<file path="src/rtl/html_char_stream.sv">
// Streams a zero-terminated HTML document from a synchronous ROM to the parser,
// one whitespace-normalised character at a time, holding each one while the parser pauses.
module html_char_stream #(
    parameter int ADDR_WIDTH = 10,
    parameter int CHAR_WIDTH = 8,
    parameter int DOC_LENGTH = 1024
) (
    input  logic                  clock,
    input  logic                  resetn,
    input  logic                  start,
    input  logic                  pause,
    output logic [ADDR_WIDTH-1:0] mem_addr,
    input  logic [CHAR_WIDTH-1:0] mem_data,
    output logic [CHAR_WIDTH-1:0] char,
    output logic                  char_valid,
    output logic                  parser_enable,
    output logic                  busy,
    output logic                  done
);

    // One extra bit so DOC_LENGTH == 2**ADDR_WIDTH is reachable without wrapping.
    localparam logic [ADDR_WIDTH:0]   DOC_END  = (ADDR_WIDTH+1)'(DOC_LENGTH);
    localparam logic [ADDR_WIDTH:0]   ADDR_ONE = (ADDR_WIDTH+1)'(1);
    localparam logic [CHAR_WIDTH-1:0] CH_NUL   = '0;
    localparam logic [CHAR_WIDTH-1:0] CH_SPACE = CHAR_WIDTH'(32'h20);
    localparam logic [CHAR_WIDTH-1:0] CH_CR    = CHAR_WIDTH'(32'h0D);
    localparam logic [CHAR_WIDTH-1:0] CH_LF    = CHAR_WIDTH'(32'h0A);
    localparam logic [CHAR_WIDTH-1:0] CH_TAB   = CHAR_WIDTH'(32'h09);

    typedef enum logic [2:0] {
        ST_IDLE,
        ST_FETCH,
        ST_WAIT,
        ST_CHECK,
        ST_PRESENT,
        ST_DONE
    } state_t;

    state_t                state_reg, state_next;
    logic [ADDR_WIDTH-1:0] addr_reg, addr_next;
    logic [CHAR_WIDTH-1:0] char_reg, char_next;
    logic                  valid_reg, valid_next;
    logic                  enable_reg, enable_next;
    logic                  done_reg, done_next;
    logic                  collapse_reg, collapse_next;
    logic                  dwell_reg, dwell_next;

    logic [ADDR_WIDTH:0]   addr_inc;
    logic                  last_addr;
    logic                  is_ws;
    logic [CHAR_WIDTH-1:0] char_norm;

    assign addr_inc  = {1'b0, addr_reg} + ADDR_ONE;
    assign last_addr = (addr_inc == DOC_END);
    assign is_ws     = (char_reg == CH_CR) || (char_reg == CH_LF) || (char_reg == CH_TAB);
    assign char_norm = is_ws ? CH_SPACE : char_reg;

    always_comb begin
        state_next    = state_reg;
        addr_next     = addr_reg;
        char_next     = char_reg;
        valid_next    = valid_reg;
        enable_next   = enable_reg;
        done_next     = done_reg;
        collapse_next = collapse_reg;
        dwell_next    = dwell_reg;

        case (state_reg)
            ST_IDLE, ST_DONE: begin
                if (start) begin
                    state_next    = ST_FETCH;
                    addr_next     = '0;
                    enable_next   = 1'b1;
                    done_next     = 1'b0;
                    collapse_next = 1'b0;
                end
            end

            ST_FETCH: state_next = ST_WAIT;

            ST_WAIT: begin
                char_next  = mem_data;
                state_next = ST_CHECK;
            end

            ST_CHECK: begin
                if (char_reg == CH_NUL) begin
                    state_next = ST_DONE;
                    done_next  = 1'b1;
                end else if ((char_norm == CH_SPACE) && collapse_reg) begin
                    // Redundant whitespace: move on without presenting it.
                    if (last_addr) begin
                        state_next = ST_DONE;
                        done_next  = 1'b1;
                        char_next  = CH_NUL;
                    end else begin
                        state_next = ST_FETCH;
                        addr_next  = addr_inc[ADDR_WIDTH-1:0];
                    end
                end else begin
                    state_next    = ST_PRESENT;
                    char_next     = char_norm;
                    valid_next    = 1'b1;
                    collapse_next = (char_norm == CH_SPACE);
                    dwell_next    = 1'b0;
                end
            end

            ST_PRESENT: begin
                // First cycle is a forced dwell so the parser can raise pause in time.
                if (!dwell_reg) begin
                    dwell_next = 1'b1;
                end else if (!pause) begin
                    valid_next = 1'b0;
                    if (last_addr) begin
                        state_next = ST_DONE;
                        done_next  = 1'b1;
                        char_next  = CH_NUL;
                    end else begin
                        state_next = ST_FETCH;
                        addr_next  = addr_inc[ADDR_WIDTH-1:0];
                    end
                end
            end

            default: state_next = ST_IDLE;
        endcase
    end

    always_ff @(posedge clock) begin
        if (!resetn) begin
            state_reg    <= ST_IDLE;
            addr_reg     <= '0;
            char_reg     <= '0;
            valid_reg    <= 1'b0;
            enable_reg   <= 1'b0;
            done_reg     <= 1'b0;
            collapse_reg <= 1'b0;
            dwell_reg    <= 1'b0;
        end else begin
            state_reg    <= state_next;
            addr_reg     <= addr_next;
            char_reg     <= char_next;
            valid_reg    <= valid_next;
            enable_reg   <= enable_next;
            done_reg     <= done_next;
            collapse_reg <= collapse_next;
            dwell_reg    <= dwell_next;
        end
    end

    assign mem_addr      = addr_reg;
    assign char          = char_reg;
    assign char_valid    = valid_reg;
    assign parser_enable = enable_reg;
    assign done          = done_reg;
    assign busy          = (state_reg != ST_IDLE) && (state_reg != ST_DONE);

endmodule

</file>
<file path="config.mk">
export PLATFORM = sky130hd
export DESIGN_NAME = html_char_stream
export DESIGN_NICKNAME = d
export VERILOG_FILES = /design/src/rtl/html_char_stream.sv
export SDC_FILE = /design/constraint.sdc
export NUM_CORES = 1
export LEC_CHECK = 0
export CAP_MARGIN = 20
export CORE_MARGIN = 3
export CORE_UTILIZATION = 55
export CTS_BUF_LIST = sky130_fd_sc_hd__clkbuf_4 sky130_fd_sc_hd__clkbuf_8 sky130_fd_sc_hd__clkbuf_16
export CTS_CLUSTER_SIZE = 16
export DETAILED_ROUTE_END_ITERATION = 6
export GPL_TIMING_DRIVEN = 0
export PLACE_DENSITY = 0.85
export SETUP_SLACK_MARGIN = 0.15
export SYNTH_ARGS = -nofsm -noshare
export SYNTH_HDL_FRONTEND = slang
export SYNTH_SLANG_ARGS = --single-unit
export TNS_END_PERCENT = 50
</file>
<file path="constraint.sdc">
create_clock -name clock -period 3.58 [get_ports clock]
set_input_delay 1.074 -clock clock [delete_from_list [all_inputs] [get_ports clock]]
set_output_delay 1.074 -clock clock [all_outputs]
set_load 0.02 [all_outputs]
</file>
# --- Word level (Yosys, flattened, before mapping) ---
# Cells that the tools add are included.
word_totals:
  regBits: 26
  inputBits: 12
  output_inout_bits: 22
op_classes:
  addsub: 1
  n_eq_ne: 18
  n_mux: 39
  reduce_logical: 20
op_table:
  columns: ["operator", "count"]
  rows:
  - ["10-bit two-way mux", 6]
  - ["8-bit two-way mux", 6]
  - ["10-bit one-hot mux with 3 select lines", 1]
  - ["8-bit by 4-bit equality test with 1-bit output, second input constant", 3]
  - ["8-bit one-hot mux with 3 select lines", 1]
  - ["3-bit two-way mux", 6]
  - ["3-bit one-hot mux with 5 select lines", 1]
  - ["1-bit two-way mux", 14]
  - ["2-bit != test, second input constant", 6]
  - ["10-bit by 1-bit adder with 11-bit output, second input constant", 1]
  - ["11-bit equality test, second input constant", 1]
  - ["5-bit AND reduction", 2]
  - ["3-bit nonzero test", 3]
  - ["8-bit by 6-bit equality test with 1-bit output, second input constant", 1]
  - ["8-bit logical NOT", 1]
  - ["4-bit AND reduction", 2]
  - ["3-bit by 2-bit equality test with 1-bit output, second input constant", 2]
  - ["3-bit equality test, second input constant", 2]
  - ["3-bit != test, second input constant", 2]
  - ["1-bit one-hot mux with 2 select lines", 3]
  - ["3-bit AND reduction", 2]
  - ["6-bit AND reduction", 1]
  - ["2-bit nonzero test", 2]
  - ["3-bit by 1-bit equality test with 1-bit output, second input constant", 1]
  - ["6 further kinds", 8]

# --- Depth between registers and ports, before layout ---
logic_depth:
  depth_word: 9
  ltp_mapped: 8
  ltp_nobuf: 6

# --- Worst setup path after synthesis ---
# OpenSTA, ideal clock, no wires.
synth_timing:
  path_type: "input port to flip-flop"
  from: "in start"
  to: "reg addr_reg[0] (netlist: mem_addr[0])"
  setup_time_ps: 134
  arrival_ps: 2127
  required_time_ps: 3446
  slack_ps: 1319
  cell_stages: 6
  cell_sequence: "nand2_1 > a221oi_1 > nand2_1 > clkbuf_1 > o311ai_0 > o31ai_1"
synth_via:
  elab_chain_cells: 2
synth_lines:
  columns: ["item", "line_no", "text"]
  rows:
  - ["start, declared", "10", "input logic start,"]
  - ["2-bit != test (no line)", null, null]
  - ["6-bit AND reduction (no line)", null, null]
  - ["end signal, assigned", "142", "addr_reg <= addr_next;"]
  - ["end, declared", "40", "logic [ADDR_WIDTH-1:0] addr_reg, addr_next;"]
# Every way passes these cells.
# A chain may end at the register's enable or synchronous reset.

# --- Worst setup path after layout ---
layout_timing:
  from: "reg state_reg[0]"
  to: "out busy"
layout_via:
  elab_chain_cells: 2
layout_lines:
  columns: ["item", "line_no", "text"]
  rows:
  - ["start, declared", "39", "state_t state_reg, state_next;"]
  - ["start signal, assigned", "141", "state_reg <= state_next;"]
  - ["3-bit != test / 3-bit nonzero test (equally long branches)", "157", "assign busy = (state_reg != ST_IDLE) && (state_reg != ST_DONE);"]
  - ["1-bit logical AND *", "157", null]
  - ["end, declared", "17", "output logic busy,"]
# Every way passes the cells marked *; elsewhere a longest branch is shown, timed or not.

==> impl_metrics.yaml <==
grt:
  grt_use_met1: 0.364
  grt_pass1_wl_um: 7620
  grt-ovfl-total: 0
  grt_pass1_vias: 1734
  gr-usage-met2: 0.429
  grt.busiest_layer: "met2"
  grtUsageTotal: 0.268
  grt_use_met3: 0.0383
  grt_start_max_net_pins: 14
  antenna_found_initial: 0
placed_design:
  io_buffer_count: 32
  dpl-instance-area_um2: 2010
  globalplace.congestion: 0.874
  hpwl_um: 3420
clock_tree:
  insertion_delay_ns: 0.33
  cts_buffers: 3
  clock-root-buffer: "clkbuf_4"
  cts_tree: "yes"
  clock_sinks: 26
  h-tree-depth: 1
  cts.clk_slew.worst_paths_ns: 0.15
  holdBufCountCts: 0
  clock_path_buffers: 2
  cts-resized-gates: 0
  cts_setup_buffers: 0
layout:
  synthToLayoutAreaGrowth_pct: 23.1
  largest_reg_flops: 10
  fin_area_um2: 2030
  utilization: 0.725
  nets: 257
  drive_above_1_share: 0.0579
  antennaDiodeCount: 0
hold_path:
  hold_class: "register to register"
  whs_path_depth: 2
timing:
  final_hold_viol_count: 0
  rsz0062_at_grt: "false"
  skew_ns: 0.00691
  period_needed_ns: 2.96
  setup_tns_ns: 0
  slew_violations: 0
  relSlewSlack: 0.573
  finalSetupViolCount: 0
  worst_slew_pin_slew_ns: 0.634
  whs_ns: 0.483
  fmax_ghz: 0.338
  fin_crit_sh: 0.826
power_and_ir_drop:
  leakage_nw: 0.723
  finalPower_mw: 1.19
  pwr_density_cell_nw_per_um2: 585
  worst_ir_drop_vdd_mv: 0.325
floorplanning:
  fp.dieArea_um2: 3700
  die_h_um: 60.8
  std_cell_rows: 19
  die-width_um: 60.8
  initial_core_util: 0.589
  io_pins: 34
  core_area_um2: 2810
worst_setup_path:
  path_buf_inv: 3
  cp.depth: 5
  critical_path_arrival_ns: 1.88
  crit_family: "buffers and inverters"
  ff2ff_path_depth: 7
  worstPathCellList: "buf_2 -> xor2_1 -> nor2_1 -> inv_1 -> clkdlybuf4s50_1"
  worst-setup-path-type: "register to primary output"
  path_max_fanout: 10
  cp.required_ns: 2.51
  cp_slowest_cell: "clkdlybuf4s50_1"
  cp-start-kind: "register"
  endpoint_kind: "primary output"
  slowest_delay_ns: 0.59
  r2r_slack_ns: 1.37
synth:
  seq_area_frac_synth: 0.315
  synth_edf_count: 0
  synth_area_leader_cell: "dfxtp_1"
  synth_area_leaders: "dfxtp_1 32%, a21oi_1 7.0%, o31ai_1 3.6%"
  synth_top_area_frac: 0.315
  synth-warning-count: 0
  ys_ff_latch: 26
  synth.distinct_cells: 52
  syn_area_um2: 1650
  ys_async_sr_fraction: 0
  syn_area_per_cell_um2: 7.98
  synthesis.nets: 220
  synth_ff_type: "dfxtp_1"
  synth_cells: 207
drt:
  drtIter0Drc: 205
  ant_nets: 0
  wl_per_cell_um: 17.3
  drt_pass1_iterations: 5
  vias: 1839
  drt_wl_total_um: 4720
  viasPerCell: 6.74
  drc: 0
status:
  status: "complete, no violations"
flow_run:
  cap_violations: 0
worst min-delay path: stages (launching register included):
cell      delay (ns)
dfxtp_1         0.34
nand2b_1        0.06
a21oi_1         0.06
cell usage in the layout, fill, tap and decap left out, types with 2 or more instances in the layout:
master / netlist / final
nor2_1: 12 / 12
a22oi_1: 5 / 5
clkbuf_1: 9 / 9
nor4_1: 2 / 2
o31a_1: 2 / 2
a41oi_1: 3 / 3
dfxtp_1: 26 / 26
a211oi_1: 2 / 2
and2_1: 7 / 7
o311ai_0: 3 / 3
clkbuf_4: 0 / 3
a31oi_1: 8 / 8
nor3_1: 2 / 2
o21ai_0: 8 / 8
o31ai_1: 8 / 8
nand3b_1: 2 / 2
buf_6: 2 / 2
and3b_1: 2 / 2
o21a_1: 2 / 2
o211ai_1: 5 / 5
buf_2: 3 / 3
a21oi_1: 23 / 23
and4_1: 2 / 2
nand2b_1: 3 / 3
nand4_1: 5 / 5
inv_1: 9 / 9
nand3_1: 7 / 7
and3_1: 7 / 7
nand4b_1: 3 / 3
clkdlybuf4s50_1: 0 / 32
nand2_1: 9 / 9
nor2b_1: 4 / 4
per-stage QoR:
step | setup slack [ns] | cells
6_report | 0.623 | 273
5_1_grt | 0.566 | 273
4_1_cts | 0.647 | 273
3_5_place_dp | 0.379 | 270
3_3_place_gp | 0.478 | 270
2_1_floorplan | 1.32 | 207
synthesized netlist by cell type, types with 2 or more instances:
library cell / n
a31oi_1: 8
nand4b_1: 3
nor2b_1: 4
a22oi_1: 5
nand3_1: 7
o21ai_0: 8
and4_1: 2
inv_1: 9
buf_2: 3
a211oi_1: 2
o211ai_1: 5
nor2_1: 12
buf_6: 2
nand2b_1: 3
clkbuf_1: 9
nand2_1: 9
nand4_1: 5
nor3_1: 2
o21a_1: 2
nor4_1: 2
and3b_1: 2
o311ai_0: 3
o31a_1: 2
dfxtp_1: 26
and2_1: 7
a21oi_1: 23
nand3b_1: 2
o31ai_1: 8
a41oi_1: 3
and3_1: 7
kinds of logic (layout without fill, tap and decap cells):
logic type,after synthesis,in the layout,synth area share
mux,1,1,0.00606
buf+inv,24,59,0.0659
flops,26,26,0.315
fa+ha+maj,1,1,0.00757
simple gates,75,75,0.280
compound gates,78,78,0.315
xor+xnor,2,2,0.0106
worst paths after layout:
path,start,endpoint
setup / recovery,state_reg[0],busy
hold / removal,char_valid,char_valid
setup reg to reg,state_reg[0],mem_addr[1]
hold reg to reg,char_valid,char_valid
final cells by class:
| cell class | instances | area [µm²] |
|---|---|---|
| inverters | 10 | 37.5 |
| plain buffers | 14 | 71.3 |
| multi-input cells | 157 | 1020 |
| repair buffers | 32 | 320 |
| well taps | 31 | 38.8 |
| clock buffers | 3 | 22.5 |
| fillers | 233 | 772 |
| flip-flops and latches | 26 | 520 |
power breakdown:
| part | internal [mW] | switching [mW] |
|---|---|---|
| Combinational | 0.255 | 0.419 |
| Sequential | 0.333 | 0.0488 |
| Clock | 0.0396 | 0.0933 |
routing by layer:
layer | wire length, µm | up-vias
met4 | 45 | 0
met2 | 2200 | 104
li1 | - | 869
met3 | 392 | 9
met5 | 0 | -
met1 | 2080 | 857
No activity file was read; power rests on OpenSTA's default activity.
==> variant: new RTL, config.mk and constraints unchanged <==
The 6 states of `state_t` get a one-hot encoding in 6 bits.
--- a/src/rtl/html_char_stream.sv
+++ b/src/rtl/html_char_stream.sv
@@ -27,13 +27,13 @@
     localparam logic [CHAR_WIDTH-1:0] CH_LF    = CHAR_WIDTH'(32'h0A);
     localparam logic [CHAR_WIDTH-1:0] CH_TAB   = CHAR_WIDTH'(32'h09);
 
-    typedef enum logic [2:0] {
-        ST_IDLE,
-        ST_FETCH,
-        ST_WAIT,
-        ST_CHECK,
-        ST_PRESENT,
-        ST_DONE
+    typedef enum logic [5:0] {
+        ST_IDLE    = 6'b000001,
+        ST_FETCH   = 6'b000010,
+        ST_WAIT    = 6'b000100,
+        ST_CHECK   = 6'b001000,
+        ST_PRESENT = 6'b010000,
+        ST_DONE    = 6'b100000
     } state_t;
 
     state_t                state_reg, state_next;
Behaviour: same outputs for any inputs over 10 cycles, from zero or initial values and one cycle with resetn low; not proved beyond that.
==> variant against the original RTL <==
- area after synthesis is 2.5% higher
- sequential cell count is 3 higher
- clock skew is 0.0022 ns higher
- wire length is 4.8% lower
- count of clock-buffer cells in the layout is 5 higher
- worst setup slack worse by 0.29 ns
- via count is 1.3% lower
- final area is 4.3% higher
- first-iteration DRC count is 32% lower
- critical path type unchanged
- largest cell class unchanged
- highest routed layer unchanged
Power is not compared: it rests on default switching activity, and its combinational part moved more than twofold at a synthesized area within 25%.
==> variant: results (changes against the original RTL) <==
All-Layer GR Usage: 26.5% (-0.26 points)
largest net degree at the start of global routing: 11 (-3)
fraction of area in registers: 27.4% (+1.8 points)
Seq/Total Area, Yosys: 34.3% (+2.8 points)
CTS buffer count: 5 (+2)
area occupied by multi-input gates: 1030 um^2 (+0.86%)
top sig layer: met4
vias in the first global route: 1558 (-10%)
Rel. slew slack: 53.7% (-3.7 points)
post-synthesis compound-gate area fraction: 29.0% (-2.5 points)
DPL Wire Length: 3.24 mm (-5.4%)
Signal inverters: 15 (+5)
FILL cells: 229 (-1.7%)
GRT met3 Usage: 7.97% (+4.1 points)
CTS resizes: 0 (unchanged)
met2 routed WL: 2.02 mm (-8.3%)
Slowest-stage cell, CP: clkdlybuf4s50_1
global-route wire length before repair: 7.42 mm (-2.5%)
WL met3: 394 um (+0.51%)
top cells by area, synth: dfxtp_1, a21oi_1, o21ai_0
Crit Path Max Fanout: 9 (-1)
Post-synth top cells: dfxtp_1, a21oi_1, inv_1, nand2_1, nor2_1
Initial DRC Count: 140 (-32%)
synthesized flop and latch total: 29 (+12%)
Synth Area in XOR/XNOR: 3.62% (+2.6 points)
syn_nets: 224 (+1.8%)
run status: complete, no violations
Final Skew: 0.00908 ns (+0.00218 ns)
fraction of layout cells with a size suffix above 1: 7.57% (+1.8 points)
clk_buf instances: 8 (+5)
Placed Area: 2050 um^2 (+2.1%)
adder-cell area share of the yosys netlist: 0.739% (-0.018 points)
GRT overflow: 0 (unchanged)
mux cell area share after synthesis: 0.591% (-0.015 points)
H-tree depth: 2 (+1)
Routed wire per std cell: 15.9 um (-7.9%)
Multi-Input Combinational: 159 (+1.3%)
met2 Track Usage GR: 39.9% (-3.0 points)
GR Util met1: 36.5% (+0.10 points)
Ant. Diodes: 0 (unchanged)
Final GP Congestion: 0.915 (+4.6%)
DR vias/cell: 6.44 (-4.5%)
Non-clock buffers: 40 (-13%)
clock slew at reported path FFs: 0.09 ns (-0.06 ns)
CP max stage delay: 0.57 ns (-0.02 ns)
Layout Nets: 263 (+2.3%)
Layout clock area frac: 2.83% (+1.7 points)
crit path DAT: 2.17 ns (+0.29 ns)
-- variant: final timing paths --
check	from	endpoint	slack [ns]	depth (start not counted)
min reg2reg	char_valid$_SDFFE_PN0P_	char_valid$_SDFFE_PN0P_	0.47	2
min	char_valid$_SDFFE_PN0P_	char_valid$_SDFFE_PN0P_	0.47	2
max reg2reg	char[3]$_SDFFE_PN0P_	mem_addr[9]$_SDFFE_PN0P_	1.08	5
max	state_reg[4]$_SDFFE_PN0P_	busy	0.34	4
-- variant: power breakdown --
part           total, mW  switching [mW]  internal (mW)
Clock              0.216           0.115          0.101
Combinational      0.315           0.185          0.129
Sequential         0.357          0.0153          0.342
Total              0.887           0.315          0.572
-- variant: per-stage QoR --
stage	std cells	total power, mW	util, %	setup WS [ns]
after global placement	274	0.658	71.9	0.577
final	282	0.887	74.3	0.336
after global routing	282	0.933	74.3	0.229
after floorplan	211	0.578	-	1.29
after detailed placement	274	0.664	71.9	0.587
after CTS	282	0.877	74.0	0.200
